**src/rtl/alu_pkg.sv**
```systemverilog
// Shared opcodes, FSM states and constants
// for the registered multi-cycle ALU.
package alu_pkg;

  localparam logic [3:0] OP_ADD   = 4'b0000;
  localparam logic [3:0] OP_SUB   = 4'b0001;
  localparam logic [3:0] OP_AND   = 4'b0010;
  localparam logic [3:0] OP_OR    = 4'b0011;
  localparam logic [3:0] OP_XOR   = 4'b0100;
  localparam logic [3:0] OP_SLL   = 4'b0101;
  localparam logic [3:0] OP_SRL   = 4'b0110;
  localparam logic [3:0] OP_SLA   = 4'b0111;
  localparam logic [3:0] OP_SRA   = 4'b1000;
  localparam logic [3:0] OP_MUL   = 4'b1001;
  localparam logic [3:0] OP_DIVU  = 4'b1010;
  localparam logic [3:0] OP_REMU  = 4'b1011;
  localparam logic [3:0] OP_PASSB = 4'b1100;
  localparam logic [3:0] OP_PASSA = 4'b1101;

  typedef enum logic {
    ST_IDLE = 1'b0,
    ST_ITER = 1'b1
  } state_e;

  typedef enum logic [1:0] {
    MD_MUL = 2'd0,
    MD_DIV = 2'd1,
    MD_REM = 2'd2
  } md_op_e;

  // Quotient returned on divide by zero;
  // sliced down to the operand width.
  localparam int unsigned MAX_W = 64;
  localparam logic [MAX_W-1:0] DIVZ_QUO = '1;

endpackage

```
**src/rtl/alu_iter_muldiv.sv**
```systemverilog
// Iterative unsigned multiply / divide:
// one product or quotient bit per step.
module alu_iter_muldiv
  import alu_pkg::*;
#(
  parameter int WIDTH = 16
) (
  input  logic             clk_i,
  input  logic             rst_i,
  input  logic             load_i,
  input  logic             step_i,
  input  md_op_e           op_i,
  input  logic [WIDTH-1:0] a_i,
  input  logic [WIDTH-1:0] b_i,
  output logic [WIDTH-1:0] result_o,
  output logic             last_o
);

  localparam int CNT_W = $clog2(WIDTH);

  // acc: product accumulator / partial remainder
  // opa: shifted multiplicand / dividend->quotient
  // opb: shifted multiplier / divisor
  md_op_e             op_q, op_d;
  logic [WIDTH-1:0]   acc_q, acc_d;
  logic [WIDTH-1:0]   opa_q, opa_d;
  logic [WIDTH-1:0]   opb_q, opb_d;
  logic [CNT_W-1:0]   cnt_q, cnt_d;
  logic [WIDTH:0]     shl;
  logic [WIDTH:0]     diff;
  logic               qbit;

  // Load operands or advance one shift-add / restoring step
  always_comb begin
    op_d  = op_q;
    acc_d = acc_q;
    opa_d = opa_q;
    opb_d = opb_q;
    cnt_d = cnt_q;
    shl   = '0;
    diff  = '0;
    qbit  = 1'b0;
    if (load_i) begin
      op_d  = op_i;
      acc_d = '0;
      opa_d = a_i;
      opb_d = b_i;
      cnt_d = CNT_W'(WIDTH - 1);
    end else if (step_i) begin
      cnt_d = cnt_q - 1'b1;
      if (op_q == MD_MUL) begin
        if (opb_q[0]) begin
          acc_d = acc_q + opa_q;
        end
        opa_d = opa_q << 1;
        opb_d = opb_q >> 1;
      end else begin
        shl  = {acc_q, opa_q[WIDTH-1]};
        diff = shl - {1'b0, opb_q};
        qbit = ~diff[WIDTH];
        if (qbit) begin
          acc_d = diff[WIDTH-1:0];
        end else begin
          acc_d = shl[WIDTH-1:0];
        end
        opa_d = {opa_q[WIDTH-2:0], qbit};
      end
    end
  end

  // Result reflects the step being taken this cycle,
  // so the top can register it on the final edge.
  assign result_o = (op_q == MD_DIV) ? opa_d : acc_d;
  assign last_o   = (cnt_q == '0);

  // Datapath and counter registers
  always_ff @(posedge clk_i) begin
    if (rst_i) begin
      op_q  <= MD_MUL;
      acc_q <= '0;
      opa_q <= '0;
      opb_q <= '0;
      cnt_q <= '0;
    end else begin
      op_q  <= op_d;
      acc_q <= acc_d;
      opa_q <= opa_d;
      opb_q <= opb_d;
      cnt_q <= cnt_d;
    end
  end

endmodule

```
**src/rtl/alu_multicycle.sv**
```systemverilog
// Registered ALU: single-cycle ops with one cycle
// of latency plus iterative mul / divu / remu.
module alu_multicycle
  import alu_pkg::*;
#(
  parameter int WIDTH   = 16,
  parameter int SHIFT_W = $clog2(WIDTH)
) (
  input  logic             CLK,
  input  logic             Reset,
  input  logic             input_Start,
  input  logic [3:0]       input_ALUOp,
  input  logic [WIDTH-1:0] input_A,
  input  logic [WIDTH-1:0] input_B,
  output logic             output_Busy,
  output logic             output_Done,
  output logic [WIDTH-1:0] output_ALU,
  output logic             output_Zero,
  output logic             output_Negative,
  output logic             output_Carry,
  output logic             output_Overflow,
  output logic             output_DivZero,
  output logic             output_Invalid
);

  typedef struct packed {
    logic [WIDTH-1:0] res;
    logic             c;
    logic             v;
    logic             dz;
    logic             inv;
  } sc_t;

  // Everything that completes without iterating.
  // divu/remu only reach here with a zero divisor.
  function automatic sc_t single_op(
    input logic [3:0]       op,
    input logic [WIDTH-1:0] a,
    input logic [WIDTH-1:0] b
  );
    sc_t                r;
    logic [WIDTH:0]     wide;
    logic [SHIFT_W-1:0] sh;
    r    = '0;
    wide = '0;
    sh   = b[SHIFT_W-1:0];
    unique case (op)
      OP_ADD: begin
        wide  = {1'b0, a} + {1'b0, b};
        r.res = wide[WIDTH-1:0];
        r.c   = wide[WIDTH];
        r.v   = (a[WIDTH-1] == b[WIDTH-1]) &&
                (wide[WIDTH-1] != a[WIDTH-1]);
      end
      OP_SUB: begin
        wide  = {1'b0, a} - {1'b0, b};
        r.res = wide[WIDTH-1:0];
        r.c   = wide[WIDTH];
        r.v   = (a[WIDTH-1] != b[WIDTH-1]) &&
                (wide[WIDTH-1] != a[WIDTH-1]);
      end
      OP_AND:   r.res = a & b;
      OP_OR:    r.res = a | b;
      OP_XOR:   r.res = a ^ b;
      OP_SLL,
      OP_SLA:   r.res = a << sh;
      OP_SRL:   r.res = a >> sh;
      OP_SRA:   r.res = $unsigned($signed(a) >>> sh);
      OP_PASSB: r.res = b;
      OP_PASSA: r.res = a;
      OP_DIVU: begin
        r.res = DIVZ_QUO[WIDTH-1:0];
        r.dz  = 1'b1;
      end
      OP_REMU: begin
        r.res = a;
        r.dz  = 1'b1;
      end
      default:  r.inv = 1'b1;
    endcase
    return r;
  endfunction

  state_e           state_q, state_d;
  logic             done_q, done_d;
  logic [WIDTH-1:0] alu_q, alu_d;
  logic             zero_q, zero_d;
  logic             neg_q, neg_d;
  logic             carry_q, carry_d;
  logic             ovf_q, ovf_d;
  logic             dz_q, dz_d;
  logic             inv_q, inv_d;

  logic             is_div;
  logic             starts_iter;
  logic             md_load;
  logic             md_step;
  md_op_e           md_op;
  logic [WIDTH-1:0] md_result;
  logic             md_last;
  sc_t              sc;

  assign is_div      = (input_ALUOp == OP_DIVU) ||
                       (input_ALUOp == OP_REMU);
  assign starts_iter = (input_ALUOp == OP_MUL) ||
                       (is_div && (|input_B));
  assign md_op       = (input_ALUOp == OP_MUL)  ? MD_MUL :
                       (input_ALUOp == OP_DIVU) ? MD_DIV :
                                                  MD_REM;
  assign md_step     = (state_q == ST_ITER);

  alu_iter_muldiv #(
    .WIDTH(WIDTH)
  ) u_muldiv (
    .clk_i   (CLK),
    .rst_i   (Reset),
    .load_i  (md_load),
    .step_i  (md_step),
    .op_i    (md_op),
    .a_i     (input_A),
    .b_i     (input_B),
    .result_o(md_result),
    .last_o  (md_last)
  );

  // Accept requests, finish iterations, update result/flags
  always_comb begin
    state_d = state_q;
    done_d  = 1'b0;
    alu_d   = alu_q;
    zero_d  = zero_q;
    neg_d   = neg_q;
    carry_d = carry_q;
    ovf_d   = ovf_q;
    dz_d    = dz_q;
    inv_d   = inv_q;
    md_load = 1'b0;
    sc      = '0;
    unique case (state_q)
      ST_IDLE: begin
        if (input_Start) begin
          if (starts_iter) begin
            md_load = 1'b1;
            state_d = ST_ITER;
          end else begin
            sc      = single_op(input_ALUOp,
                                input_A, input_B);
            alu_d   = sc.res;
            carry_d = sc.c;
            ovf_d   = sc.v;
            dz_d    = sc.dz;
            inv_d   = sc.inv;
            done_d  = 1'b1;
          end
        end
      end
      ST_ITER: begin
        if (md_last) begin
          alu_d   = md_result;
          carry_d = 1'b0;
          ovf_d   = 1'b0;
          dz_d    = 1'b0;
          inv_d   = 1'b0;
          done_d  = 1'b1;
          state_d = ST_IDLE;
        end
      end
      default: state_d = ST_IDLE;
    endcase
    if (done_d) begin
      zero_d = (alu_d == '0);
      neg_d  = alu_d[WIDTH-1];
    end
  end

  // State and output registers; reset wins over everything
  always_ff @(posedge CLK) begin
    if (Reset) begin
      state_q <= ST_IDLE;
      done_q  <= 1'b0;
      alu_q   <= '0;
      zero_q  <= 1'b0;
      neg_q   <= 1'b0;
      carry_q <= 1'b0;
      ovf_q   <= 1'b0;
      dz_q    <= 1'b0;
      inv_q   <= 1'b0;
    end else begin
      state_q <= state_d;
      done_q  <= done_d;
      alu_q   <= alu_d;
      zero_q  <= zero_d;
      neg_q   <= neg_d;
      carry_q <= carry_d;
      ovf_q   <= ovf_d;
      dz_q    <= dz_d;
      inv_q   <= inv_d;
    end
  end

  assign output_Busy     = md_step;
  assign output_Done     = done_q;
  assign output_ALU      = alu_q;
  assign output_Zero     = zero_q;
  assign output_Negative = neg_q;
  assign output_Carry    = carry_q;
  assign output_Overflow = ovf_q;
  assign output_DivZero  = dz_q;
  assign output_Invalid  = inv_q;

endmodule
```
**config.mk**
```make
export PLATFORM = sky130hd
export DESIGN_NAME = alu_multicycle
export DESIGN_NICKNAME = d
export VERILOG_FILES = /design/src/rtl/alu_pkg.sv /design/src/rtl/alu_iter_muldiv.sv /design/src/rtl/alu_multicycle.sv
export SDC_FILE = /design/constraint.sdc
export NUM_CORES = 1
export LEC_CHECK = 0
export BUFFER_PORTS_ARGS = -buffer_cell sky130_fd_sc_hd__buf_2
export CAP_MARGIN = 20
export CORE_UTILIZATION = 53
export DETAILED_ROUTE_END_ITERATION = 12
export GPL_TIMING_DRIVEN = 0
export PLACE_DENSITY = 0.69
export SLEW_MARGIN = 20
export SYNTH_ARGS = -nofsm -noshare
export SYNTH_HDL_FRONTEND = slang
export SYNTH_SLANG_ARGS = --single-unit
```
**constraint.sdc**
```tcl
create_clock -name CLK -period 6.6 [get_ports CLK]
set_input_delay 0.33 -clock CLK [delete_from_list [all_inputs] [get_ports CLK]]
set_output_delay 0.33 -clock CLK [all_outputs]
set_load 0.01 [all_outputs]
```
### Word level (Yosys, flattened, before mapping)

Cells that the tools add are included.
Widths: inputs -> output; s select.

* logic and storage cells: 112
* flip-flop bits (word level): 78
* bits in read-only memories: 0
* memories: 0
* memory bits (writable): 0
* output and inout port bits: 24
* bits of input ports: 39
* bits in latches: 0

* $add $sub $neg: 5
* div/mod/pow operators: 0
* magnitude comparators: 0
* bitwise gates (word level): 5
* shift-type cells: 3
* reduce and logical (&&, ||, !) cells: 18
* equal/unequal tests: 21
* multipliers: 0
* muxes and demuxes: 46

Operators by type and width (count)
* $mux 16: 14
* $pmux 16 s11: 1
* $pmux 16 s2: 1
* $eq 4x4->1 const B: 6
* $mux 1: 19
* $add 16x16->17: 1
* $sub 16x16->17: 1
* $sub 17x16->17: 1
* $add 16x16->16: 1
* $and 16x16->16: 1
* $eq 4x3->1 const B: 4
* $logic_not 16->1: 1
* $or 16x16->16: 1
* $reduce_or 16->1: 1
* $shl 16x4->16: 1
* $shr 16x4->16: 1
* $sshr 16x4->16: 1
* $xor 16x16->16: 1
* $reduce_or 13->1: 1
* $pmux 1 s2: 6
* $eq 4x2->1 const B: 2
* $logic_not 4->1: 2
* $mux 4: 2
* $reduce_or 2->1: 3
* other kinds (16): 25

### Depth between registers and ports, before layout

Gate-level depths: netlist (run 1).

* depth after elaboration: 12
* mapped depth: 15
* mapped depth without buffers: 15

### By module

A second synthesis (run 1) with hierarchy kept.

* cell total of the unflattened synthesis: 1464
* area, all modules: 10502.6 um^2

By module, submodules not included
* alu_multicycle: area each 5660.4 um^2, cells an instance 802, instances 1
* alu_iter_muldiv: area each 4842.1 um^2, cells an instance 662, instances 1

### Least setup slack after synthesis (run 1)

Ideal clock, no wire load.

* kind: input -> register
* start point: in input_B[1]
* end point: reg zero_q (netlist: output_Zero)
* path buffers: 2
* library setup time: 84 ps
* arrival time: 3846 ps
* slack: 2670 ps
* stages on the path: 15
* path through: clkbuf_1 inv_2 buf_1 ha_1 o21ba_2 or4_1 a21oi_1 nor2_1 a2bb2o_1 a2111o_1 a222oi_1 o21a_1 and3_1 nand4_1 o31ai_2

* longest elaborated chain between the ends: 11
* elaborated cells on any way between the ends: 26
* those cells by class: add/sub (2); shift (3); mux (14); bitwise (3); reduce/logical (4)

Ends and longest elaborated chain
* from (decl): RTL line alu_multicycle.sv:14 `input logic [WIDTH-1:0] input_B,`
* branches (longest 11 deep; another with $sub 16x16->17)
* to (signal assigned): RTL line alu_multicycle.sv:192 `zero_q <= zero_d;`
* to (decl): RTL line alu_multicycle.sv:87 `logic zero_q, zero_d;`

Parallel ways; which one is timed is not known.
A chain may end at the register's enable or synchronous reset.

### Worst setup path after layout (run 1)

Ends and elaborated chain as after synthesis.

==> key figures, run 1 <==
Detailed routing
  • Vias post-DR: 12,500
  • Post-route DRC violation count: 0
  • Iteration-0 DRC Markers: 2,277
  • Routed wire per std cell: 25.6 um
  • Final ANT Viol Nets: 0
  • Via density: 6.97
  • Final wirelength: 45,700 um
  • DRT Pass-1 Iters: 7

Critical path
  • Critical Path End Type: flop
  • Setup crit start: input_B[1]
  • Classification of the worst setup path: in2reg
  • R2r endpoint: output_Zero$_SDFFE_PP0P_
  • CP startpoint kind: primary input
  • Worst-case reg-to-reg path depth: 13
  • CP required: 6.87 ns
  • CP Max Fanout: 13
  • Reg-to-reg slack, setup: 2.05 ns
  • R2r startpoint: u_muldiv.opa_q[15]$_SDFF_PP0_
  • WP data arrival: 5.42 ns

Clock tree
  • Post-CTS setup buffer count: 0
  • CTS root buffer: clkbuf_16
  • Post-CTS sizing: 0
  • Clock buffer depth: 2
  • Hold buffer count at CTS: 0
  • Clock latency on the worst-skew pair: 0.35 ns
  • Clock sinks: 78
  • Reg clk slew, reported paths: 0.06 ns
  • Total CTS buffers: 9
  • CTS tree: built
  • H-Tree Depth: 3

Cells and area
  • Total of fill cells in the finished design: 1,840
  • Share of cells above drive strength 1: 9.81%
  • Final Util: 59.4%
  • Area growth syn-to-layout: 9.25%
  • Final #Nets: 1,651
  • Final instance area: 11,200 um2

Timing
  • Fin Setup TNS: 0 ns
  • Final min period: 5.15 ns
  • Hold Slack: 0.335 ns
  • Slew Limit Fails: 0
  • Slew @ Worst Pin: 1.22 ns
  • Final number of setup-violating endpoints: 0
  • Rel. slew slack: 17.8%
  • Unrepaired setup endpoints after global routing: no
  • Final worst-path cycle share: 78.1%
  • Peak Freq: 0.194 GHz
  • Final hold viol count: 0
  • Clk_skew: 0.0108 ns

Run
  • Max cap viols: 0

Min path
  • Hold depth: 3
  • HP Class: in2reg
  • Hold Startpoint: input_B[7]
  • Hold EP: u_muldiv.opb_q[7]$_SDFFE_PP0P_

Placed design
  • Placement Cell Area: 10,900 um2
  • # port buffers: 59
  • Hpwl dp: 35,700 um
  • RePlAce Congestion: 1.09

Logic synthesis
  • #FFs+latches synth: 78
  • Synth area leader: dfxtp_1
  • Top cells by area, synth: dfxtp_1 (15%), ha_1 (10%), a21oi_1 (8.1%), nor2_1 (7.3%), mux4_2 (4.4%)
  • Synth Instances: 1,454
  • Post-Syn Area: 10,200 um2
  • Unique masters post-synth: 86
  • Main synth FF type: dfxtp_1
  • Syn nets: 1,581
  • Async set-reset flop share out of synthesis: 0%
  • Post-synth EDFFs: 0
  • YS warnings: 0
  • Mapped Avg Cell Area: 7.04 um2
  • Sequential fraction of the synthesis area: 15.3%
  • Post-synth top area share: 15.3%

Die
  • Chip width: 141 um
  • Total core area: 18,800 um2
  • IO Pins: 63
  • Initial Utilization: 54.4%
  • Die height: 141 um
  • Die area: 19,900 um2
  • Rows: 50

GRT
  • Vias in the first global route: 11,000
  • Initial antenna violation count: 5
  • First-pass GRT wire length: 68,400 um
  • Overall routing resource usage: 46.0%
  • Total gr overflow: 0
  • Largest net degree at the start of global routing: 15

Power and ir drop
  • Leakage: 4.52 nW
  • Total power: 1.90 mW
  • Peak supply drop: 0.000162 V
  • Power Dens Cells: 170 nW/um2

Outcome
  • Status: complete, no violations
-- state kept, by name, summed over array words and instances, names as in the netlist --
name / count
output_ALU: 16
output_Busy: 1
output_Carry: 1
output_DivZero: 1
output_Done: 1
output_Invalid: 1
output_Negative: 1
output_Overflow: 1
output_Zero: 1
u_muldiv.acc_q: 16
u_muldiv.cnt_q: 4
u_muldiv.op_q: 2
u_muldiv.opa_q: 16
u_muldiv.opb_q: 16
-- report_power, final --
group,switching (mW),total (mW),internal [mW]
logic,0.541,0.820,0.279
registers,0.0277,0.524,0.496
clock network,0.216,0.551,0.335
-- Yosys cell counts, types with 10 or more instances --
| library cell | count |
|---|---|
| nor2b_1 | 21 |
| nand3_1 | 26 |
| o211ai_1 | 13 |
| ha_1 | 84 |
| nand3b_1 | 12 |
| nand2_1 | 115 |
| nor2_1 | 199 |
| nor4_1 | 11 |
| xnor2_1 | 24 |
| a21o_1 | 15 |
| inv_1 | 73 |
| buf_1 | 11 |
| a311oi_1 | 20 |
| nor3_1 | 42 |
| mux4_2 | 20 |
| dfxtp_1 | 78 |
| o21a_1 | 12 |
| clkbuf_1 | 73 |
| a22oi_1 | 15 |
| a31oi_1 | 23 |
| buf_2 | 24 |
| a211o_1 | 10 |
| mux2i_1 | 27 |
| o21ai_0 | 87 |
| nand2b_1 | 17 |
| o22ai_1 | 13 |
| xor2_1 | 11 |
| and3_1 | 13 |
| a21oi_1 | 165 |
| a211oi_1 | 26 |
-- layer usage --
layer	wire (um)	track usage (%)
met1	18900	67.1
met2	17600	62.7
met3	7340	14.5
met4	1820	15.3
met5	71	0
-- placed cells by master (no fill, tap or decap), drive strengths merged, types with 6 or more instances in the layout --
master / count
mux4: 20
nor3: 42
nor4: 11
and3: 13
mux2: 7
a221oi: 8
a31oi: 23
o21a: 12
o21bai: 8
dfxtp: 78
mux2i: 27
and2: 8
a211oi: 28
inv: 77
a21o: 15
ha: 84
xnor2: 24
nor2b: 21
xor2: 11
a311oi: 20
a22oi: 15
a32oi: 6
o31ai: 10
o22ai: 13
a2111oi: 7
buf: 99
nand4: 9
nand2: 116
nor2: 199
o211ai: 13
clkbuf: 83
o2111ai: 6
o21ai: 89
nand3b: 12
a211o: 10
nand2b: 17
a21oi: 165
nand3: 26
-- worst max-delay path by stage --
stage                                          end  slack (ns)  cells after the start
final                     output_Zero$_SDFFE_PP0P_        1.45                     16
after global routing      output_Zero$_SDFFE_PP0P_        1.31                     16
after global placement    output_Zero$_SDFFE_PP0P_        1.39                     16
after detailed placement  output_Zero$_SDFFE_PP0P_        1.39                     16
after CTS                 output_Zero$_SDFFE_PP0P_        1.74                     16
after floorplan           output_Zero$_SDFFE_PP0P_        2.67                     15
-- metrics by stage --
stage	std cells	setup slack, ns
floorplan	1454	2.67
global placement	1773	1.39
detailed placement	1773	1.39
CTS	1789	1.74
global route	1789	1.31
finish	1790	1.45
-- worst max-delay path, cell delays in order --
cell	delay (ns)
buf_2	0.11
clkbuf_1	0.23
inv_2	0.28
buf_1	0.73
ha_1	0.42
o21ba_2	0.25
or4_1	0.47
a21oi_1	0.26
o21ai_0	0.17
a21oi_1	0.29
a21oi_1	0.18
a21oi_1	0.21
mux2i_1	0.10
a211oi_1	0.96
nand4b_1	0.22
o31ai_2	0.23
-- cell type report --
cell class	count	area [um2]	share of cell area, %
repair buffers	59	295	2.64
well taps	260	325	2.91
clock inverters	6	93.8	0.839
inverters	78	293	2.62
clock buffers	10	229	2.05
diodes	1	2.50	0.0224
flip-flops and latches	78	1560	14.0
plain buffers	113	488	4.36
multi-input cells	1185	7890	70.6
-- kinds of logic after synthesis --
kind of cell | Yosys count | synth area share [%]
fa+ha+maj | 88 | 11.1
simple gates | 506 | 23.1
flops | 78 | 15.3
buf+inv | 191 | 7.63
compound gates | 502 | 32.1
xor+xnor | 35 | 3.00
mux | 54 | 7.81
Note: power is estimated with default switching activity, not from simulation.
==> run 2, diff against run 1 <==
==> constraint.sdc (replaced) <==
create_clock -name CLK -period 4.84 [get_ports CLK]
set_input_delay 0.242 -clock CLK [delete_from_list [all_inputs] [get_ports CLK]]
set_output_delay 0.242 -clock CLK [all_outputs]
set_load 0.01 [all_outputs]
==> run 2 against run 1 <==
Net effect:
- worst hold slack worse by 0.090 ns
- first-iteration DRC count is 2.9% lower
- via count down 0.39%
- global-route usage is the same
- count of clock-buffer cells in the layout unchanged
- cell count hardly changed
- die area unchanged
- clock skew rose by 0.0030 ns
- non-clock buffer count down 1
- utilization is essentially flat
- sequential cell count is the same
==> key figures, run 2 (synthesis results as in run 1) <==
Cells and area
  • Most frequent cells in the layout: nor2_1 (199), a21oi_1 (165), nand2_1 (115)
  • Share of cells above drive strength 1: 9.88%
  • Final #Nets: 1,650
  • Area growth syn-to-layout: 9.27%
  • Commonest non-fill, non-tap cell in the layout: nor2_1
  • Register area: 1560 um2
  • Final Util: 59.4%
  • Total of fill cells in the finished design: 1,838
  • Multi-input logic area: 7900 um2

Die
  • IO Pins: 63
  • Chip width: 141 um
  • Initial Utilization: 54.4%
  • Total core area: 18,800 um2
  • Die height: 141 um
  • Rows: 50
  • Die area: 19,900 um2

Detailed routing
  • Final ANT Viol Nets: 0
  • DRT Pass-1 Iters: 6
  • Final wirelength: 45,600 um
  • Vias post-DR: 12,400
  • Routed wire per std cell: 25.5 um
  • Post-route DRC violation count: 0
  • Via density: 6.95
  • Iteration-0 DRC Markers: 2,210

GRT
  • Overall routing resource usage: 46.0%
  • Vias in the first global route: 11,000
  • Largest net degree at the start of global routing: 15
  • GR met3 Demand/Resource: 14.5%
  • First-pass GRT wire length: 68,400 um
  • Total gr overflow: 0
  • Met2 Resource Use GR: 62.7%
  • M1 GR Usage: 67.1%
  • Initial antenna violation count: 5
  • Most Crowded Layer GR: met1

Critical path
  • CP startpoint kind: primary input
  • CP Max Fanout: 11
  • Classification of the worst setup path: in2reg
  • Critical Path End Type: flop
  • WP data arrival: 4.90 ns
  • CP required: 5.11 ns

Timing
  • Final worst-path cycle share: 95.6%
  • Slew @ Worst Pin: 1.19 ns
  • Fin Setup TNS: 0 ns
  • Final hold viol count: 0
  • Final number of setup-violating endpoints: 0
  • Final min period: 4.63 ns
  • Peak Freq: 0.216 GHz
  • Clk_skew: 0.0138 ns
  • Slew Limit Fails: 0
  • Rel. slew slack: 19.7%
  • Unrepaired setup endpoints after global routing: no

Clock tree
  • Reg clk slew, reported paths: 0.06 ns
  • Clock sinks: 78
  • Clock latency on the worst-skew pair: 0.36 ns
  • Post-CTS setup buffer count: 0
  • CTS root buffer: clkbuf_16
  • Clock buffer depth: 2
  • Hold buffer count at CTS: 0
  • H-Tree Depth: 3
  • Post-CTS sizing: 0
  • CTS tree: built
  • Total CTS buffers: 9

Power and ir drop
  • Leakage: 4.52 nW
  • Peak supply drop: 0.000221 V
  • Total power: 2.59 mW
  • Power Dens Cells: 231 nW/um2

Placed design
  • RePlAce Congestion: 1.09
  • # port buffers: 59
  • Hpwl dp: 35,700 um

Min path
  • HP Class: in2reg

Run
  • Max cap viols: 0

Outcome
  • Status: complete, no violations
run 2: cell count changes in the layout (fill, tap and decap cells not counted):
cell      delta
a211oi_2     +1
a211oi_1     -1
buf_1        -1
run 2: final cells by class:
cell class | count | share of cell area [%]
plain buffers | 112 | 4.33
flip-flops and latches | 78 | 14.0
inverters | 78 | 2.62
diodes | 1 | 0.0224
repair buffers | 59 | 2.64
multi-input cells | 1185 | 70.6
clock inverters | 6 | 0.839
well taps | 260 | 2.91
clock buffers | 10 | 2.05
run 2: routing by layer:
metal  wire [um]  up-vias
met3        7550      162
li1            -     5497
met1       18700     5798
met4        1920        6
met5          38        -
met2       17400      965
run 2: worst paths after layout:
| path | cells after the start | slack [ns] | start | to |
|---|---|---|---|---|
| max | 16 | 0.21 | input_B[2] | output_Zero$_SDFFE_PP0P_ |
| min | 3 | 0.24 | input_B[7] | u_muldiv.opb_q[7]$_SDFFE_PP0P_ |
| max reg2reg | 14 | 0.50 | u_muldiv.opa_q[15]$_SDFF_PP0_ | output_Zero$_SDFFE_PP0P_ |
| min reg2reg | 2 | 0.45 | output_ALU[1]$_SDFF_PP0_ | output_ALU[1]$_SDFF_PP0_ |
run 2: report_power, final:
part | switching [mW] | internal [mW] | total, mW
Combinational | 0.735 | 0.380 | 1.12
Sequential | 0.0375 | 0.677 | 0.714
Clock | 0.299 | 0.457 | 0.756
Total | 1.07 | 1.51 | 2.59
run 2: worst max-delay path: stages:
cell,delay [ns]
buf_2,0.15
clkinv_1,0.21
clkbuf_1,0.47
buf_1,0.57
ha_1,0.44
nor2b_1,0.19
o2111ai_1,0.27
nand3_1,0.18
a31o_2,0.28
a21oi_1,0.31
xnor2_1,0.19
a221oi_1,0.29
nor2_1,0.07
nor3_1,0.57
nand4_1,0.21
o31ai_2,0.24
run 2: through the flow:
step	setup WS (ns)	hold WS (ns)	instances	area, um2
after global placement	-0.286	0.442	1773	10900
after CTS	0.0681	0.246	1789	11200
after floorplan	0.998	0.381	1454	10200
after global routing	0.0785	0.254	1788	11200
final	0.214	0.245	1789	11200
after detailed placement	-0.280	0.442	1773	10900
